--- src/rtl/alu_mul_seq_if.sv ---
// alu_mul_seq_if: request, shared-ALU borrow and result signals of the multiply sequencer
interface alu_mul_seq_if;
    logic        Start;
    logic        Word;
    logic        Kill;
    logic [63:0] MulOpA;
    logic [63:0] MulOpB;
    logic [63:0] AluResult;
    logic [63:0] AluSrcA;
    logic [63:0] AluSrcB;
    logic [4:0]  AluControl;
    logic        Busy;
    logic        Done;
    logic [63:0] Product;

    modport master (
        output Start, Word, Kill, MulOpA, MulOpB, AluResult,
        input  AluSrcA, AluSrcB, AluControl, Busy, Done, Product
    );

    modport slave (
        input  Start, Word, Kill, MulOpA, MulOpB, AluResult,
        output AluSrcA, AluSrcB, AluControl, Busy, Done, Product
    );
endinterface

--- src/rtl/alu_mul_seq.sv ---
// alu_mul_seq: iterative MUL/MULW via shift-add on the shared ALU, with ADDW pass for word results
module alu_mul_seq (
    input  logic         clk,
    input  logic         rst_n,
    alu_mul_seq_if.slave bus
);
    typedef enum logic [1:0] {IDLE, RUN, FIX, DONE} state_t;

    state_t      state, state_nxt;
    logic [63:0] acc, acc_nxt, mcand, mult, product;
    logic [6:0]  cnt;
    logic        word_r;
    logic        last;

    // exit as soon as no multiplier bits remain, or at the iteration limit
    assign last = (mult >> 1) == 64'd0 || cnt == (word_r ? 7'd31 : 7'd63);
    assign bus.Product = product;

    always_comb begin
        state_nxt      = state;
        acc_nxt        = acc;
        bus.AluSrcA    = '0;
        bus.AluSrcB    = '0;
        bus.AluControl = '0;
        bus.Busy       = 1'b0;
        bus.Done       = 1'b0;
        case (state)
            IDLE: state_nxt = bus.Start ? RUN : IDLE;
            RUN: begin
                bus.AluSrcA = acc;
                bus.AluSrcB = mcand;
                bus.Busy    = 1'b1;
                acc_nxt     = mult[0] ? bus.AluResult : acc;
                state_nxt   = bus.Kill ? IDLE : !last ? RUN : word_r ? FIX : DONE;
            end
            FIX: begin
                bus.AluSrcA    = acc;
                bus.AluControl = 5'b01000;
                bus.Busy       = 1'b1;
                acc_nxt        = bus.AluResult;
                state_nxt      = bus.Kill ? IDLE : DONE;
            end
            default: begin
                bus.Done  = 1'b1;
                state_nxt = IDLE;
            end
        endcase
    end

    always_ff @(posedge clk or negedge rst_n) begin
        if (!rst_n) begin
            state   <= IDLE;
            acc     <= '0;
            mcand   <= '0;
            mult    <= '0;
            cnt     <= '0;
            word_r  <= 1'b0;
            product <= '0;
        end else begin
            state <= state_nxt;
            if (state == IDLE && bus.Start) begin
                acc    <= '0;
                cnt    <= '0;
                word_r <= bus.Word;
                mcand  <= bus.Word ? {32'b0, bus.MulOpA[31:0]} : bus.MulOpA;
                mult   <= bus.Word ? {32'b0, bus.MulOpB[31:0]} : bus.MulOpB;
            end else if (state == RUN) begin
                acc   <= acc_nxt;
                mcand <= mcand << 1;
                mult  <= mult >> 1;
                cnt   <= cnt + 7'd1;
            end else if (state == FIX) begin
                acc <= acc_nxt;
            end
            // DONE is only entered from RUN/FIX, so this fires once per completed op
            if (state_nxt == DONE)
                product <= acc_nxt;
        end
    end
endmodule

--- src/flat_wrapper.sv ---
// flat-port wrapper written by rule: the top's interface ports become plain ports
module alu_mul_seq_flat 
  (clk, rst_n, bus_Start, bus_Word, bus_Kill, bus_MulOpA, bus_MulOpB, bus_AluResult, bus_AluSrcA, bus_AluSrcB, bus_AluControl, bus_Busy, bus_Done, bus_Product);
  alu_mul_seq_if bus_i ();
  input  logic clk;
  input  logic rst_n;
  input wire logic [$bits(bus_i.Start)-1:0] bus_Start;
  input wire logic [$bits(bus_i.Word)-1:0] bus_Word;
  input wire logic [$bits(bus_i.Kill)-1:0] bus_Kill;
  input wire logic [$bits(bus_i.MulOpA)-1:0] bus_MulOpA;
  input wire logic [$bits(bus_i.MulOpB)-1:0] bus_MulOpB;
  input wire logic [$bits(bus_i.AluResult)-1:0] bus_AluResult;
  output wire logic [$bits(bus_i.AluSrcA)-1:0] bus_AluSrcA;
  output wire logic [$bits(bus_i.AluSrcB)-1:0] bus_AluSrcB;
  output wire logic [$bits(bus_i.AluControl)-1:0] bus_AluControl;
  output wire logic [$bits(bus_i.Busy)-1:0] bus_Busy;
  output wire logic [$bits(bus_i.Done)-1:0] bus_Done;
  output wire logic [$bits(bus_i.Product)-1:0] bus_Product;
  assign bus_i.Start = bus_Start;
  assign bus_i.Word = bus_Word;
  assign bus_i.Kill = bus_Kill;
  assign bus_i.MulOpA = bus_MulOpA;
  assign bus_i.MulOpB = bus_MulOpB;
  assign bus_i.AluResult = bus_AluResult;
  assign bus_AluSrcA = bus_i.AluSrcA;
  assign bus_AluSrcB = bus_i.AluSrcB;
  assign bus_AluControl = bus_i.AluControl;
  assign bus_Busy = bus_i.Busy;
  assign bus_Done = bus_i.Done;
  assign bus_Product = bus_i.Product;
  alu_mul_seq u_core (.clk(clk), .rst_n(rst_n), .bus(bus_i));
endmodule
--- config.mk ---
export PLATFORM = sky130hd
export DESIGN_NAME = alu_mul_seq_flat
export DESIGN_NICKNAME = d
export VERILOG_FILES = /design/src/rtl/alu_mul_seq_if.sv /design/src/rtl/alu_mul_seq.sv /design/src/flat_wrapper.sv
export SDC_FILE = /design/constraint.sdc
export NUM_CORES = 1
export LEC_CHECK = 0
export CAP_MARGIN = 20
export CORE_UTILIZATION = 45
export CTS_CLUSTER_DIAMETER = 50
export DETAILED_ROUTE_END_ITERATION = 7
export GPL_ROUTABILITY_DRIVEN = 0
export MAX_ROUTING_LAYER = met4
export PLACE_DENSITY = 0.84
export SYNTH_ARGS = -nofsm -noshare
export SYNTH_HDL_FRONTEND = slang
export SYNTH_SLANG_ARGS = --single-unit
--- constraint.sdc ---
create_clock -name clk -period 4.1 [get_ports clk]
set_input_delay 0.615 -clock clk [delete_from_list [all_inputs] [get_ports clk]]
set_output_delay 0.615 -clock clk [all_outputs]
set_load 0.01 [all_outputs]
# After elaboration in Yosys (flattened, before gate mapping)
# Cells that the tools add are included.
op_classes:
  shifts: 0
  bitwise: 0
  muxes: 25
  n_addsub: 1
  mul: 0
  n_div: 0
  n_eq_ne: 4
  order_cmp: 0
  n_reduce_logical: 8
op_table:
  columns: ["cell", "n"]
  rows:
  - ["$mux 64", 12]
  - ["$pmux 64 s2", 1]
  - ["$logic_not 64->1", 1]
  - ["$mux 7", 2]
  - ["$add 7x1->7 const B", 1]
  - ["$eq 7x7->1", 1]
  - ["$mux 2", 3]
  - ["$mux 6", 1]
  - ["$pmux 2 s3", 1]
  - ["$eq 2x2->1 const B", 2]
  - ["$mux 1", 4]
  - ["$mux 4", 1]
  - ["$reduce_bool 3->1", 1]
  - ["$reduce_or 3->1", 1]
  - ["$eq 2x1->1 const B", 1]
  - ["$logic_not 2->1", 1]
  - ["$reduce_bool 2->1", 1]
  - ["$reduce_or 2->1", 1]
  - ["$logic_and 1x1->1", 1]
  - ["$logic_or 1x1->1", 1]
word_totals:
  input_bits: 197
  latchBits: 0
  mem_count: 0
  romBits: 0
  word_cells: 45
  ff_bits: 266
  ramBits: 0
  out_inout_bits: 199

# Logic depth before layout (Yosys ltp)
# Gate-level depths: netlist (run 1).
depth:
  word_depth: 7
  depth_mapped: 8
  depth_no_buf: 7

# Least setup slack after synthesis (run 1)
# No wires, ideal clock.
synth_path:
  path_type: "flip-flop to output port"
  from: "register u_core.state[1]"
  to: "output port bus_AluSrcB[63]"
  path_buffers: 3
  path_stages_with_launch: 7
  setup_slack_ns: 2.017
  t_arrival_ns: 1.468
  path_cell_list: "dfrtp_1 -> inv_1 -> ha_1 -> buf_2 -> clkbuf_1 -> buf_2 -> and2_1"
synth_between:
  elab_chain_len: 2
synth_rtl:
  columns: ["element", "line", "rtl"]
  rows:
  - ["start, declared", "alu_mul_seq.sv:9", "state_t state, state_nxt;"]
  - ["start signal, assigned", "alu_mul_seq.sv:60", "state <= state_nxt;"]
  - ["$eq 2x1->1", "alu_mul_seq.sv:27", "case (state)"]
  - ["$mux 64", "alu_mul_seq.sv:27", null]
  - ["end, declared", "flat_wrapper.sv:14", "output wire logic [$bits(bus_i.AluSrcB)-1:0] bus_AluSrcB;"]
# No other way between the ends.

# Final worst setup path (run 1)
layout_path:
  from: "register u_core.state[0]"
  to: "output port bus_AluSrcA[33]"
layout_between:
  elab_chain_len: 3
  elab_cells_between_ends: 4
layout_rtl:
  columns: ["element", "line", "rtl"]
  rows:
  - ["$eq 2x2->1 or $eq 2x1->1 (tied branches)", "alu_mul_seq.sv:27", null]
  - ["$reduce_or 2->1 (no source line) (*)", null, null]
  - ["$mux 64 (*)", "alu_mul_seq.sv:27", null]
  - ["end, declared", "flat_wrapper.sv:13", "output wire logic [$bits(bus_i.AluSrcA)-1:0] bus_AluSrcA;"]
# Mark *: on every way between the ends. The rest lies on a longest branch, timed or not.

==> results by group, run 1 <==
Worst setup path
  – Worst Path Required: 3.48 ns
  – Worst-path maximum fanout: 67
  – Startpoint type of the worst setup path: flop
  – Crit path DAT: about 3 ns
  – CP max-delay cell: ha_2
  – Worst setup EP type: output port
  – Critical path class: flop to output port
  – Critical path cell sequence: inv_1 -> ha_2 -> and2_1 -> clkdlybuf4s50_1
  – Max incr delay on CP: around 1.0 ns

Cells and area
  – Diodes inserted: 0
  – Layout net count: around 1800
  – Final cell utilization of the core: between 60% and 70%
  – Area Growth Syn to Fin: 41.9%
  – Share of layout cells above drive strength 1: 5.97%

Yosys
  – Synth Area in Adders: 0.510%
  – Simple-Gate Fraction of Synth Area: between 10% and 20%
  – Share of synthesized registers carrying an async set or reset: 100%
  – Avg Cell Area, Syn: approximately 10 um2
  – Ys flop type: dfrtp_1
  – Multiplexer area fraction after synthesis: under 10%
  – Synth cell types: 35
  – Cell taking the most area after synthesis: dfrtp_1
  – Seq/Total Area, Yosys: 54.3%
  – Post-synth EDFFs: 0
  – Synth top area share: roughly 54%
  – Seq cells post-synth: ~270
  – Yosys warns: 0
  – Most area-consuming cells after synthesis: dfrtp_1, a22oi_1, and2_1
  – Synthesized area: roughly 12000 um2
  – Largest family of logic cells by synthesized area: simple AND/OR/NAND/NOR gates
  – Compound-gate portion of the synthesized area: 16.7%
  – XOR/XNOR Fraction of Synth Area: less than 1%
  – Synthesized instance count: between 1000 and 1500

Clock network
  – Num Clock Sinks: 266
  – CTS H-tree lvls: 1
  – CTS tree: built
  – Post-CTS Setup Bufs: 0
  – CTS Hold Bufs: 0
  – Clk buf depth: 3
  – CTS Root Cell: clkbuf_16
  – Clock Latency Late Sink: between 0.5 and 0.6 ns
  – CTS resizes: 0
  – Clock slew at reported path FFs: roughly 0.060 ns
  – Num CTS Buffers: 31

STA
  – Final Max Slew Viols: 0
  – Final setup fails: 0
  – Fin. Hold Viols: 0
  – Fin Setup TNS: 0 ns
  – Fin crit period: approximately 3.6 ns
  – Worst-Margin Slew: between 1 and 1.5 ns
  – RSZ-0062 raised after global routing: false
  – F_max: approximately 280 MHz
  – Slew Limit Headroom: 29.4%
  – Tcrit/Tclk final: between 80 and 90%
  – Max Clock Skew: 0.0102 ns

Drt
  – Vias per std cell: between 5 and 6
  – WL final: 36700 um
  – Routed WL per cell: approximately 19 um
  – DRC viols: 0
  – Initial drt markers: roughly 1000
  – Drt first pass iters: 6
  – Via Count: between 10000 and 15000
  – DRT antenna net count: 0

Power
  – Pleak: 7.30 nW
  – P per Cell Area: slightly above 500 nW/um2
  – Maximum vdd ir drop: 0.000283 V

Job
  – Maxcap violations: 0

Placed design
  – Hpwl dp: about 24000 um
  – Number of buffers added on ports: 391

Floorplan
  – Initial core utilization: between 40% and 50%
  – Core Area: roughly 27000 um2
  – Die Ht: 167 um
  – DIE WIDTH: ~170 um
  – FP Rows: 60
  – Top Ports: 396
  – Die ar.: 27900 um2

Global route
  – Total gr overflow: 0
  – Initial antenna violation count: 0
  – Largest net degree at the start of global routing: roughly 130
  – All-Layer GR Usage: around 27%
  – Vias in the first global route: 10585
  – First-pass GRT wire length: 57900 um

Outcome
  – Status: finished, final reports clean

Min path
  – Worst Hold Class: input pin to asynchronous set/reset pin
## through the flow
| step | instance area (um2) | total power, mW | hold slack (ns) | setup slack (ns) | std cells |
|---|---|---|---|---|---|
| 2_1_floorplan | 12300 | 4.78 | 0.319 | 2.02 | 1217 |
| 3_3_place_gp | 16300 | 5.83 | 0.529 | 1.11 | 1858 |
| 3_5_place_dp | 16300 | 5.92 | 0.542 | 1.05 | 1858 |
| 4_1_cts | 17400 | 8.82 | 0.222 | 0.453 | 1915 |
| 5_1_grt | 17400 | 9.22 | 0.227 | 0.325 | 1915 |
| 6_report | 17400 | 8.76 | 0.163 | 0.498 | 1915 |
## power by group
group / internal (mW) / total [mW] / switching, mW / leakage [nW]
Sequential: 3.19 / 3.58 / 0.391 / 3.40
Clock: 1.74 / 2.87 / 1.14 / 0.525
Combinational: 1.14 / 2.30 / 1.17 / 3.38
Total: 6.07 / 8.76 / 2.69 / 7.30
## metal layers
layer  vias up  GRT usage (%)  routed length, um
met5         -              -                  0
met4         0           8.94               1140
met3        80           4.52               2630
met2       476           44.2              18200
met1      5219           33.7              14800
li1       4914              -                  -
## final cells by class
class / count / area (um2)
Clock buffer: 39 / 856
Clock inverter: 18 / 224
Fill cell: 2127 / 9470
Inverter: 4 / 15.0
Multi-Input combinational cell: 839 / 5130
Sequential cell: 266 / 6660
Tap cell: 341 / 427
Timing Repair Buffer: 408 / 4100
## critical path, delay by kind of cell, from the launching register on
family / cells / cell delay (ns)
fa+ha+maj: 1 / 1.02
simple gates: 1 / 0.31
buf+inv: 2 / 0.66
flops: 1 / 0.42
## worst paths after layout
check,slack (ns),endpoint,cells after the start,from
worst max register to register,1.07,u_core.bus.Product[44]$_DFFE_PN0N_,6,u_core.state[0]$_DFF_PN0_
min in group clk,0.55,u_core.acc[22]$_DFFE_PN0P_,2,u_core.acc[22]$_DFFE_PN0P_
max in group asynchronous,2.96,u_core.mult[58]$_DFFE_PN0P_,2,rst_n
worst min-delay path,0.16,u_core.mult[8]$_DFFE_PN0P_,1,rst_n
worst max-delay path,0.50,bus_AluSrcA[33],4,u_core.state[0]$_DFF_PN0_
worst min register to register,0.55,u_core.acc[22]$_DFFE_PN0P_,2,u_core.acc[22]$_DFFE_PN0P_
## layout by cell type (no fill, tap or decap), types with 5 or more instances in the layout
master	n
a21oi_1	66
a22oi_1	117
a22oi_2	11
and2_1	128
buf_4	13
clkbuf_16	31
clkbuf_8	5
clkdlybuf4s50_1	390
dfrtp_1	266
mux2i_1	64
nand2_1	74
nand3b_1	63
nand4_1	6
nor2_1	134
nor4_1	16
o21ai_0	130
## registers in the layout, indices dropped and copies added, names as in the netlist
register	cells
u_core.acc	64
u_core.bus.Product	64
u_core.mcand	64
u_core.mult	64
u_core.cnt	7
u_core.state	2
u_core.word_r	1
## synth_stat cells, types with 3 or more instances
cell type,instances
nor2_1,134
buf_4,4
a22oi_1,117
inv_1,4
a21oi_1,66
mux2i_1,64
nand2_1,74
o21ai_0,130
nor4_1,16
dfrtp_1,266
nand4_1,6
a22oi_2,11
xor2_1,3
nand3b_1,63
and2_1,129
ha_1,5
clkbuf_1,82
buf_2,7
buf_6,13
## cell families after synthesis
family	after synthesis
AO/OA/AOI/OAI	330
XOR/XNOR	5
adder cells (fa/ha/maj)	5
buffers and inverters	112
flip-flops	266
multiplexers	64
other	1
AND/OR/NAND/NOR	431
(Power assumes the default switching activity.)
==> run 2, diff against run 1 <==
Settings changed: GPL_TIMING_DRIVEN set to 1, SETUP_SLACK_MARGIN set to 0.15, SKIP_CTS_REPAIR_TIMING set to 1.
==> results of run 2 <==
The final DEF is identical to that of run 1; final timing and power are the same.
==> run 3, diff against run 2 <==
Settings changed: SLEW_MARGIN set to 20.
Clock period 4.1 ns to 3.5 ns, I/O delays scaled along.
==> run 3 against run 2 <==
  * Combinational power increased by 18%
  * Die area unchanged
  * Clock skew increased by 0.011 ns
  * Clock power increased by 22%
==> results by group, run 3 (same netlist as run 1, synthesis figures left out) <==
Cells and area
  – Most frequent cells in the layout: clkdlybuf4s50_1, dfrtp_1, nor2_1, o21ai_0, and2_1
  – Share of layout cells above drive strength 1: 6.33% (+0.36 points)
  – Area occupied by multi-input gates: 5130 um2 (unchanged)
  – Leading cell type in the layout, fill and taps excluded: clkdlybuf4s50_1
  – Layout net count: 1759 (+0.40%)
  – Area Growth Syn to Fin: 43.1%
  – Post-route cell area: 17500 um2 (+0.83%)
  – Finished Layout Cells: 1921 (+0.31%)
  – Storage cell area: 6660 um2 (unchanged)
  – Fillers: 2093 (-1.6%)

Global route
  – Vias in the first global route: 10454 (-1.2%)
  – All-Layer GR Usage: 26.7% (-0.14 points)
  – First-pass GRT wire length: 57300 um (-0.93%)
  – Total gr overflow: 0 (unchanged)
  – Initial antenna violation count: 1 (+1)
  – Largest net degree at the start of global routing: 80 (-37%)

Drt
  – Initial drt markers: 1081 (+8.0%)
  – WL final: 36700 um (-0.12%)
  – Vias per std cell: 5.57 (-0.28%)
  – Via Count: 10692 (+0.028%)
  – DRT antenna net count: 0 (unchanged)
  – Routed WL per cell: 19.1 um (-0.43%)
  – DRC viols: 0 (unchanged)
  – Drt first pass iters: 5 (-1)

Placed design
  – Post-place setup slack: 0.788 ns (-0.262 ns)
  – Placed cells: 1862 (+0.22%)
  – Hpwl dp: 24400 um (+0.64%)
  – Dpl cell area: 16400 um2 (+0.49%)
  – Number of buffers added on ports: 391 (unchanged)

Worst setup path
  – Critical path cell sequence: inv_1 -> ha_4 -> buf_4 -> and2_1 -> clkdlybuf4s50_1
  – Worst setup EP type: output port
  – Worst-path maximum fanout: 66 (-1.5%)
  – Critical path class: flop to output port
  – Startpoint type of the worst setup path: flop
  – Worst path buffer plus inverter count: 3 (+1)
  – CP max-delay cell: ha_4
  – Worst Path Required: 2.97 ns (-0.51 ns)
  – Max incr delay on CP: 0.61 ns (-0.41 ns)
  – CP top delay family: buffers and inverters
  – Crit path DAT: 2.65 ns (-0.34 ns)

STA
  – Fin. Hold Viols: 0 (unchanged)
  – Tcrit/Tclk final: between 90% and 100%
  – Worst-Margin Slew: 0.838 ns (-0.221 ns)
  – Final Max Slew Viols: 0 (unchanged)
  – Fin crit period: 3.18 ns
  – Slew Limit Headroom: 44.2% (+15 points)
  – Final setup fails: 0 (unchanged)
  – Max Clock Skew: 0.0212 ns (+0.0110 ns)
  – Worst setup slack after layout: 0.321 ns (-0.177 ns)
  – Fin Setup TNS: 0 ns (unchanged)
  – RSZ-0062 raised after global routing: false
  – F_max: 315 MHz

Floorplan
  – Die Ht: 167 um (unchanged)
  – Die ar.: 27900 um2 (unchanged)
  – Top Ports: 396 (unchanged)
  – Core Area: 26900 um2 (unchanged)
  – Initial core utilization: 45.6% (unchanged)
  – FP Rows: 60 (unchanged)
  – DIE WIDTH: 167 um (unchanged)

Clock network
  – Clock slew at reported path FFs: 0.05 ns (about the same)
  – Num CTS Buffers: 34 (+9.7%)
  – Num Clock Sinks: 266 (unchanged)
  – CTS Root Cell: clkbuf_16
  – Clock Latency Late Sink: 0.50 ns (-0.05 ns)
  – Clk buf depth: 3 (unchanged)
  – CTS tree: built
  – CTS H-tree lvls: 2 (+1)

Min path
  – Worst Hold Class: input pin to asynchronous set/reset pin

Power
  – Maximum vdd ir drop: 0.000403 V (+42%)
  – P per Cell Area: 595 nW/um2 (+18%)
  – Pleak: 7.38 nW (+1.1%)

Job
  – Maxcap violations: 0 (unchanged)

Outcome
  – Status: finished, final reports clean
[run 3: cell types whose count changed in the layout (fill, tap and decap cells not counted)]
cell        previous run  this run
buf_12                 4         8
bufinv_16              4         3
clkinvlp_4             3         1
clkbuf_8               5         6
diode_2                0         1
clkbuf_16             31        35
clkinv_2               4         6
clkbuf_1               3         2
inv_8                  0         2
inv_6                  4         2
clkinv_4               3         1
[run 3: stage by stage]
stage	utilization (%)	hold slack (ns)	total power [mW]
2_1_floorplan	-	0.229	5.60
3_3_place_gp	61.0	0.527	6.87
3_5_place_dp	61.0	0.542	6.97
4_1_cts	65.3	0.0393	10.5
5_1_grt	65.3	0.0650	11.0
6_report	65.3	0.0229	10.4
[run 3: where the power goes]
| group | switching, mW | internal, mW |
|---|---|---|
| combinational | 1.36 | 1.36 |
| clock | 1.33 | 2.18 |
| sequential | 0.465 | 3.74 |
[run 3: metal layers]
layer  wire length, um  up-vias  GRT usage [%]
li1                  -     4929              -
met5                 0        -              -
met3              2620       80           5.09
met2             18300      498           43.4
met4              1150        0           9.78
met1             14700     5185           33.2
[run 3: worst reg2reg max path: stages, from the launching register on]
cell and delay [ns]:
dfrtp_1 0.40, nor4_1 0.53, nand4_1 0.25, nor4_2 0.53, o2111ai_4 0.16, buf_4 0.43
a22oi_1 0.35
[run 3: cell type report]
cell class	instances	share of cell area, %
Inverter	4	0.0856
Tap cell	341	2.43
Sequential cell	266	37.9
Timing Repair Buffer	412	23.8
Clock inverter	15	1.01
Multi-Input combinational cell	839	29.2
Clock buffer	43	5.50
Antenna cell	1	0.0143
[run 3: path summary, 6_finish.rpt]
| check | depth (start not counted) | from | slack (ns) | end |
|---|---|---|---|---|
| worst max-delay path | 5 | u_core.state[1]$_DFF_PN0_ | 0.32 | bus_AluSrcB[4] |
| worst min-delay path | 1 | rst_n | 0.02 | u_core.mcand[1]$_DFFE_PN0P_ |
| worst max register to register | 6 | u_core.mult[3]$_DFFE_PN0P_ | 0.76 | u_core.bus.Product[44]$_DFFE_PN0N_ |
| worst min register to register | 2 | u_core.acc[49]$_DFFE_PN0P_ | 0.55 | u_core.acc[49]$_DFFE_PN0P_ |
| max in group asynchronous | 2 | rst_n | 2.56 | u_core.bus.Product[61]$_DFFE_PN0N_ |
| min in group clk | 2 | u_core.acc[49]$_DFFE_PN0P_ | 0.55 | u_core.acc[49]$_DFFE_PN0P_ |
